==> config.mk <==
export PLATFORM = sky130hd
export DESIGN_NAME = sprite_blit_ctrl
export DESIGN_NICKNAME = d
export VERILOG_FILES = /design/src/rtl/sprite_pkg.sv /design/src/rtl/sprite_word_unpack.sv /design/src/rtl/sprite_blit_ctrl.sv
export SDC_FILE = /design/constraint.sdc
export NUM_CORES = 1
export LEC_CHECK = 0
export CAP_MARGIN = 20
export CORE_MARGIN = 5
export CORE_UTILIZATION = 50
export DETAILED_ROUTE_END_ITERATION = 8
export GPL_TIMING_DRIVEN = 0
export PLACE_DENSITY = 0.78
export SYNTH_ARGS = -nofsm -noshare
export SYNTH_HDL_FRONTEND = slang
export SYNTH_SLANG_ARGS = --single-unit
==> constraint.sdc <==
create_clock -name clk -period 2.8 [get_ports clk]
set_input_delay 0.7 -clock clk [delete_from_list [all_inputs] [get_ports clk]]
set_output_delay 0.7 -clock clk [all_outputs]
set_load 0.02 [all_outputs]
==> src/rtl/sprite_pkg.sv <==
// rtl/sprite_pkg.sv - sprite word field layout, blitter state encoding and screen defaults
package sprite_pkg;

    localparam int X_MSB    = 15;
    localparam int X_LSB    = 10;
    localparam int Y_MSB    = 9;
    localparam int Y_LSB    = 4;
    localparam int COL_MSB  = 3;
    localparam int COL_LSB  = 1;
    localparam int MORE_BIT = 0;

    localparam int SCREEN_W_DEF = 160;
    localparam int SCREEN_H_DEF = 120;

    localparam logic [2:0] ST_IDLE_ENC    = 3'd0;
    localparam logic [2:0] ST_WAIT_LD_ENC = 3'd1;
    localparam logic [2:0] ST_ADDR_ENC    = 3'd2;
    localparam logic [2:0] ST_READ_ENC    = 3'd3;
    localparam logic [2:0] ST_EMIT_ENC    = 3'd4;
    localparam logic [2:0] ST_FIN_ENC     = 3'd5;

    typedef enum logic [2:0] {
        ST_IDLE    = ST_IDLE_ENC,
        ST_WAIT_LD = ST_WAIT_LD_ENC,
        ST_ADDR    = ST_ADDR_ENC,
        ST_READ    = ST_READ_ENC,
        ST_EMIT    = ST_EMIT_ENC,
        ST_FIN     = ST_FIN_ENC
    } blit_state_t;

endpackage

==> src/rtl/sprite_word_unpack.sv <==
// rtl/sprite_word_unpack.sv - splits a sprite word, offsets it by the sprite origin and decides visibility
module sprite_word_unpack
    import sprite_pkg::*;
#(
    parameter int         SCREEN_W   = SCREEN_W_DEF,
    parameter int         SCREEN_H   = SCREEN_H_DEF,
    parameter int         TRANSP_EN  = 0,
    parameter logic [2:0] TRANSP_COL = 3'b000
) (
    input  logic [15:0] word,
    input  logic [7:0]  base_x,
    input  logic [6:0]  base_y,
    output logic [8:0]  sx,
    output logic [7:0]  sy,
    output logic [2:0]  colour,
    output logic        more,
    output logic        visible
);

    logic w_transp;

    // One extra bit on each sum so off-screen positions clip instead of wrapping onto the screen.
    assign sx       = {1'b0, base_x} + {3'b000, word[X_MSB:X_LSB]};
    assign sy       = {1'b0, base_y} + {2'b00, word[Y_MSB:Y_LSB]};
    assign colour   = word[COL_MSB:COL_LSB];
    assign more     = word[MORE_BIT];
    assign w_transp = (TRANSP_EN != 0) && (colour == TRANSP_COL);
    assign visible  = (sx < 9'(SCREEN_W)) && (sy < 8'(SCREEN_H)) && !w_transp;

endmodule

==> src/rtl/sprite_blit_ctrl.sv <==
// rtl/sprite_blit_ctrl.sv - walks sprite RAM from address 0 and emits one clipped plot per word
module sprite_blit_ctrl
    import sprite_pkg::*;
#(
    parameter int         ADDR_W     = 10,
    parameter int         MAX_WORDS  = 1024,
    parameter int         RD_LAT     = 1,
    parameter int         SCREEN_W   = SCREEN_W_DEF,
    parameter int         SCREEN_H   = SCREEN_H_DEF,
    parameter int         TRANSP_EN  = 0,
    parameter logic [2:0] TRANSP_COL = 3'b000
) (
    input  logic              clk,
    input  logic              resetn,
    input  logic              start,
    input  logic [7:0]        base_x,
    input  logic [6:0]        base_y,
    input  logic              loader_busy,
    output logic [ADDR_W-1:0] ram_addr,
    input  logic [15:0]       ram_q,
    output logic [7:0]        vga_x,
    output logic [6:0]        vga_y,
    output logic [2:0]        vga_colour,
    output logic              plot,
    output logic              busy,
    output logic              done,
    output logic              err
);

    localparam logic [ADDR_W-1:0] LAST_ADDR = ADDR_W'(MAX_WORDS - 1);
    localparam logic [1:0]        LAT_INIT  = 2'(RD_LAT);

    blit_state_t       r_state;
    blit_state_t       w_next;
    logic [7:0]        r_base_x;
    logic [6:0]        r_base_y;
    logic [ADDR_W-1:0] r_addr;
    logic [1:0]        r_lat_cnt;
    logic              r_word_more;
    logic [7:0]        r_vga_x;
    logic [6:0]        r_vga_y;
    logic [2:0]        r_vga_colour;
    logic              r_plot;
    logic              r_err;

    logic [8:0] w_sx;
    logic [7:0] w_sy;
    logic [2:0] w_colour;
    logic       w_more;
    logic       w_visible;
    logic       w_word_ready;
    logic       w_at_limit;
    logic       w_unused;

    sprite_word_unpack #(
        .SCREEN_W  (SCREEN_W),
        .SCREEN_H  (SCREEN_H),
        .TRANSP_EN (TRANSP_EN),
        .TRANSP_COL(TRANSP_COL)
    ) u_unpack (
        .word   (ram_q),
        .base_x (r_base_x),
        .base_y (r_base_y),
        .sx     (w_sx),
        .sy     (w_sy),
        .colour (w_colour),
        .more   (w_more),
        .visible(w_visible)
    );

    // Overflow bits only matter for clipping, which the unpacker already folds into visible.
    assign w_unused     = ^{w_sx[8], w_sy[7]};
    assign w_word_ready = (r_state == ST_READ) && (r_lat_cnt == 2'd1);
    assign w_at_limit   = (r_addr == LAST_ADDR);

    always_ff @(posedge clk or negedge resetn) begin
        if (!resetn) begin
            r_state <= ST_IDLE;
        end else begin
            r_state <= w_next;
        end
    end

    always_comb begin
        w_next = r_state;
        case (r_state)
            ST_IDLE:    if (start) w_next = ST_WAIT_LD;
            ST_WAIT_LD: if (!loader_busy) w_next = ST_ADDR;
            ST_ADDR:    w_next = loader_busy ? ST_WAIT_LD : ST_READ;
            ST_READ:    if (w_word_ready) w_next = ST_EMIT;
            ST_EMIT:    w_next = (!r_word_more || w_at_limit) ? ST_FIN : ST_ADDR;
            ST_FIN:     w_next = ST_IDLE;
            default:    w_next = ST_IDLE;
        endcase
    end

    // Plot fields are registered on the READ->EMIT edge so they are valid during EMIT and hold afterwards.
    always_ff @(posedge clk or negedge resetn) begin
        if (!resetn) begin
            r_base_x     <= '0;
            r_base_y     <= '0;
            r_addr       <= '0;
            r_lat_cnt    <= '0;
            r_word_more  <= 1'b0;
            r_vga_x      <= '0;
            r_vga_y      <= '0;
            r_vga_colour <= '0;
            r_plot       <= 1'b0;
            r_err        <= 1'b0;
        end else begin
            r_plot <= 1'b0;
            case (r_state)
                ST_IDLE: begin
                    if (start) begin
                        r_base_x <= base_x;
                        r_base_y <= base_y;
                        r_addr   <= '0;
                        r_err    <= 1'b0;
                    end
                end
                ST_ADDR: begin
                    if (!loader_busy) r_lat_cnt <= LAT_INIT;
                end
                ST_READ: begin
                    r_lat_cnt <= r_lat_cnt - 2'd1;
                    if (w_word_ready) begin
                        r_word_more  <= w_more;
                        r_vga_x      <= w_sx[7:0];
                        r_vga_y      <= w_sy[6:0];
                        r_vga_colour <= w_colour;
                        r_plot       <= w_visible;
                    end
                end
                ST_EMIT: begin
                    if (r_word_more) begin
                        if (w_at_limit) r_err <= 1'b1;
                        else            r_addr <= r_addr + ADDR_W'(1);
                    end
                end
                default: ;
            endcase
        end
    end

    assign ram_addr   = r_addr;
    assign vga_x      = r_vga_x;
    assign vga_y      = r_vga_y;
    assign vga_colour = r_vga_colour;
    assign plot       = r_plot;
    assign busy       = (r_state != ST_IDLE) && (r_state != ST_FIN);
    assign done       = (r_state == ST_FIN);
    assign err        = r_err;

endmodule

After elaboration in Yosys (flattened, before gate mapping)
Cells that the tools add are included.

word-level totals
  logic and storage cells = 65
  input port bits = 35
  output and inout port bits = 32
  bits in registers = 51

operators by class
  magnitude comparators = 2
  add/subtract/negate cells = 4
  multiplexer cells = 18
  eq/ne operators = 15
  reductions and logical operators = 15

operator list
  operator                                                                      number
  10-bit 2-to-1 mux                                                             3
  10-bit one-hot mux with 2 select lines                                        1
  3-bit one-hot mux with 5 select lines                                         1
  2-bit != test, second input constant                                          7
  3-bit 2-to-1 mux                                                              4
  10-bit by 1-bit adder with 10-bit output, second input constant               1
  10-bit equality test, second input constant                                   1
  8-bit by 6-bit adder with 9-bit output                                        1
  9-bit by 8-bit less-than comparator with 1-bit output, second input constant  1
  7-bit by 6-bit adder with 8-bit output                                        1
  8-bit by 7-bit less-than comparator with 1-bit output, second input constant  1
  4-bit AND reduction                                                           2
  3-bit by 2-bit equality test with 1-bit output, second input constant         2
  3-bit equality test, second input constant                                    2
  2-bit AND reduction                                                           3
  1-bit 2-to-1 mux                                                              5
  2-bit 2-to-1 mux                                                              2
  2-bit one-hot mux with 2 select lines                                         1
  2-bit nonzero test                                                            2
  3-bit by 1-bit equality test with 1-bit output, second input constant         1
  1-bit logical AND                                                             3
  3-bit logical NOT                                                             1
  3-bit != test, second input constant                                          1
  3-bit AND reduction                                                           1
  other kinds (6)                                                               6

Depth between registers and ports, before layout
  depth after elaboration = 5
  gate-level depth with buffers = 8
  mapped depth without buffers = 8

Modules after synthesis
From an unflattened synthesis, not the netlist that was laid out.

unflattened totals
  cells, all modules = 307
  area total of the unflattened synthesis = 2980.4 um^2

by module, submodules not included
  module              times used  sequential area each (um^2)  area an instance (um^2)  cells each
  sprite_blit_ctrl    1           1276.2                       2272.2                   213
  sprite_word_unpack  1           0.0                          708.2                    94

Worst setup path before layout
Ideal clock, no wire load.

  path type = in2reg
  start = in ram_q[10]
  end = reg r_plot, in the netlist plot
  required time = 2.675 ns
  data arrival time = 2.158 ns
  stages = 8
  setup time = 0.125 ns
  buffers on the path = 0
  setup slack = 0.517 ns
  cell sequence = ha_1 -> inv_1 -> fa_1 -> nor2b_1 -> o31a_1 -> o21a_1 -> o21ai_0 -> a2111oi_0

on the way
  word-level cells in the longest chain between the ends = 5

ends and longest elaborated chain
  element                                                line                      RTL
  from (decl)                                            sprite_blit_ctrl.sv:20    input logic [15:0] ram_q,
  8-bit by 6-bit adder with 9-bit output                 sprite_word_unpack.sv:23  assign sx = {1'b0, base_x} + {3'b000, word[X_MSB:X_LSB]};
  9-bit by 8-bit less-than comparator with 1-bit output  sprite_word_unpack.sv:28  assign visible = (sx < 9'(SCREEN_W)) && (sy < 8'(SCREEN_H)) && !w_transp;
  1-bit logical AND                                      sprite_word_unpack.sv:28
  1-bit 2-to-1 mux                                       sprite_blit_ctrl.sv:126   if (w_word_ready) begin
  1-bit 2-to-1 mux                                       sprite_blit_ctrl.sv:112   case (r_state)
  to (signal assigned)                                   sprite_blit_ctrl.sv:131   r_plot <= w_visible;
  to (decl)                                              sprite_blit_ctrl.sv:43    logic r_plot;

No other way between the ends.
A chain may end at the register's enable or synchronous reset.

Worst setup path after layout
  start = reg r_state[0]
  end = out busy

on the way
  word-level cells in the longest chain between the ends = 2
  elaborated cells between the ends (all ways) = 3
  classes of those cells = 1 x eq/ne; 2 x reduce/logical

ends and longest elaborated chain
  element                                                     line                     RTL
  from (decl)                                                 sprite_blit_ctrl.sv:33   blit_state_t r_state;
  from (signal assigned)                                      sprite_blit_ctrl.sv:80   r_state <= w_next;
  3-bit != test / 3-bit nonzero test (equally long branches)  sprite_blit_ctrl.sv:150  assign busy = (r_state != ST_IDLE) && (r_state != ST_FIN);
  1-bit logical AND *                                         sprite_blit_ctrl.sv:150
  to (decl)                                                   sprite_blit_ctrl.sv:25   output logic busy,

Every way passes the cells marked *; elsewhere a longest branch is shown, timed or not.

==> impl_metrics.yaml <==
global_routing:
  grt_max_degree: 29
  antenna_found_initial: 0
  grt_pass1_vias: 2307
  grt_first_pass_wirelength_um: 10600
  globalRouteTotalUtil_pct: 18.3
  overflow: 0
place:
  place_area_sq_um: 3550
  gp_congestion: 0.804
  portBuffers: 66
  hpwl_um: 4870
  post-place-ws_ns: -0.277
  dp_cells: 419
synth:
  ys_seq_elements: 51
  ys_types: 48
  yosysTopAreaCellShare_pct: 46.0
  syn_area_per_cell_sq_um: 9.91
  synth.net_count: 331
  yosys_warnings: 0
  ys_top_cells_by_area: "dfrtp_1, ha_1, nand2_1, mux2_2, o21ai_0"
  syn-cell-area_sq_um: 2770
  ys_async_sr_fraction_pct: 100
  synth_cells: 280
  ys.flop_type: "dfrtp_1"
  synth-seq-area-share_pct: 46.0
  synth_top_cell_by_area: "dfrtp_1"
  synth_edf_count: 0
finish:
  final_area_sq_um: 3650
  drive_above_1_share_pct: 9.58
  layout_common_cells: "clkdlybuf4s50_1, dfrtp_1, nand2_1"
  final_cells: 427
  nets: 405
  final_common_cell: "clkdlybuf4s50_1"
  syn_to_final_growth_pct: 31.7
  diodes: 0
  fillers: 459
clocking:
  clkSlewWorstSetupHoldPaths_ns: 0.08
  htreeDepth: 2
  cts_tree: "built"
  postCtsSetupBuffers: 0
  clockBufferDepth: 2
  cts_num_sinks: 51
  cts-root-buf: "clkbuf_8"
  cts_hold_buf: 0
  cts_buffers: 5
  worstSkewPairLatency_ns: 0.30
power_and_ir_drop:
  p_per_area_nw_per_um2: 981
  peakVddDrop_uv: 516
  power_frac_seq_pct: 33.9
  p_clk_share_pct: 12.7
  switching_share_pct: 39.5
  p_int_uw: 2170
  power.total_uw: 3580
  leakagePower_uw: 0.00161
  p_comb_share_pct: 53.4
  p_switching_uw: 1420
setup_path:
  criticalPathCategory: "reg -> out"
  end_kind: "primary output"
  cp_max_fo: 10
  path_cells: "clkbuf_1 > or2_2 > a21o_2 > clkdlybuf4s50_1"
  critPathLaunchType: "flip-flop"
  cp.arrival_ns: 1.98
  required_ns: 2.10
  slowest_delay_ns: 0.53
  worst_path_max_delay_cell: "clkdlybuf4s50_1"
timing:
  rsz0062_at_grt: "false"
  fin_crit_sh_pct: 95.8
  slew_headroom_pct: 55.5
  final_hold_viol_count: 0
  fin_worst_skew_ns: 0.00609
  fin_ws_ns: 0.118
  final_max_slew_viol_count: 0
  worstMarginPinSlew_ns: 0.667
  min_period_ns: 2.68
  fin_hold_ws_ns: 0.425
  max_freq_ghz: 0.373
  setup_viol: 0
die:
  die_w_um: 84.5
  core_sq_um: 5440
  fp-row-count: 27
  start_util_pct: 51.0
  die_y_um: 84.5
  dieArea_sq_um: 7140
  io_pins: 67
job:
  drv_cap: 0
route:
  drt_iter0_drc: 102
  wire_per_inst_um: 14.6
  drt_pre_antenna_iters: 4
  drcViolationCount: 0
  vias: 2327
  wl_um: 6250
  ant_nets: 0
  via_per_inst: 5.45
worst_hold_path:
  hold_path_class: "in -> async"
status:
  status: "finished clean"
==> per-stage QoR <==
stage / TNS [ns] / utilization [%]
detailed placement: -0.307 / 65.2
finish: 0 / 67.2
global route: 0 / 67.2
CTS: 0 / 67.1
global placement: -23.30 / 64.8
floorplan: 0 / -
==> logic make-up after synthesis <==
logic type | share of synthesized area (%)
multiplexers | 5.64
AND/OR/NAND/NOR | 18.2
XOR/XNOR | 4.10
buffers and inverters | 3.83
adder cells (fa/ha/maj) | 7.76
AO/OA/AOI/OAI | 14.5
flip-flops | 46.0
==> cell type report <==
class | instances | area, sq um | area share [%]
multi-input combinational | 208 | 1400 | 38.3
sequential | 51 | 1280 | 34.9
timing repair buffer | 67 | 683 | 18.7
clock buffer | 8 | 100 | 2.74
tap | 72 | 90.1 | 2.47
buffer | 11 | 68.8 | 1.88
inverter | 10 | 37.5 | 1.03
==> worst max-delay path: cells and delay by family (launching register included) <==
family	cells	cell delay [ns]
simple gates	1	0.34
buf+inv	2	0.75
flops	1	0.41
compound gates	1	0.19
==> state kept, by name, summed over array words and instances, names as in the netlist <==
signal       cells
r_base_y         7
err              1
vga_y            7
r_state          3
r_word_more      1
vga_x            8
vga_colour       3
ram_addr        10
r_base_x         8
plot             1
r_lat_cnt        2
==> cells in the mapped netlist, drive strengths merged (3+ instances only) <==
master  number
nor4         3
or2          3
nor2        13
o21a         3
clkbuf       6
o31ai        4
inv         10
nand3        8
buf          5
and3         5
a21o         4
nand2b       4
a21oi       10
xor2         4
nand2       45
mux2        13
dfrtp       51
a31oi        3
nor3b        5
nor2b        3
ha          14
o21ai       23
xnor2        9
nor3         9
==> metal layers <==
| layer | share of wire, % | GRT usage [%] |
|---|---|---|
| met5 | 0 | 0 |
| met4 | 1.8 | 5.32 |
| met2 | 52 | 32.0 |
| met1 | 42 | 22.6 |
| met3 | 4.7 | 4.22 |
==> power groups by stage <==
stage	sequential (uW)	combinational [uW]	clock, uW
after global routing	1250	2120	500
after global placement	1210	1850	0
after CTS	1220	1920	471
after detailed placement	1230	1910	0
after floorplan	1370	1100	0
final	1210	1910	456
==> what timing repair did <==
action | CTS | global route
endpoints found under the hold margin | 0 | 0
endpoints found under the setup margin | 0 | 1
resized for setup | 0 | 1
==> worst paths after layout <==
| kind | from | end | slack, ns | depth (start not counted) |
|---|---|---|---|---|
| worst max-delay path | r_state[0] | busy | 0.12 | 4 |
| min in group clk | vga_y[1] | vga_y[1] | 0.48 | 2 |
| worst max register to register | r_base_x[5] | plot | 0.60 | 6 |
| worst min register to register | vga_y[1] | vga_y[1] | 0.48 | 2 |
| max in group asynchronous | resetn | vga_y[1] | 1.83 | 2 |
| worst min-delay path | resetn | vga_colour[1] | 0.43 | 1 |
No activity file was read; power rests on OpenSTA's default activity.
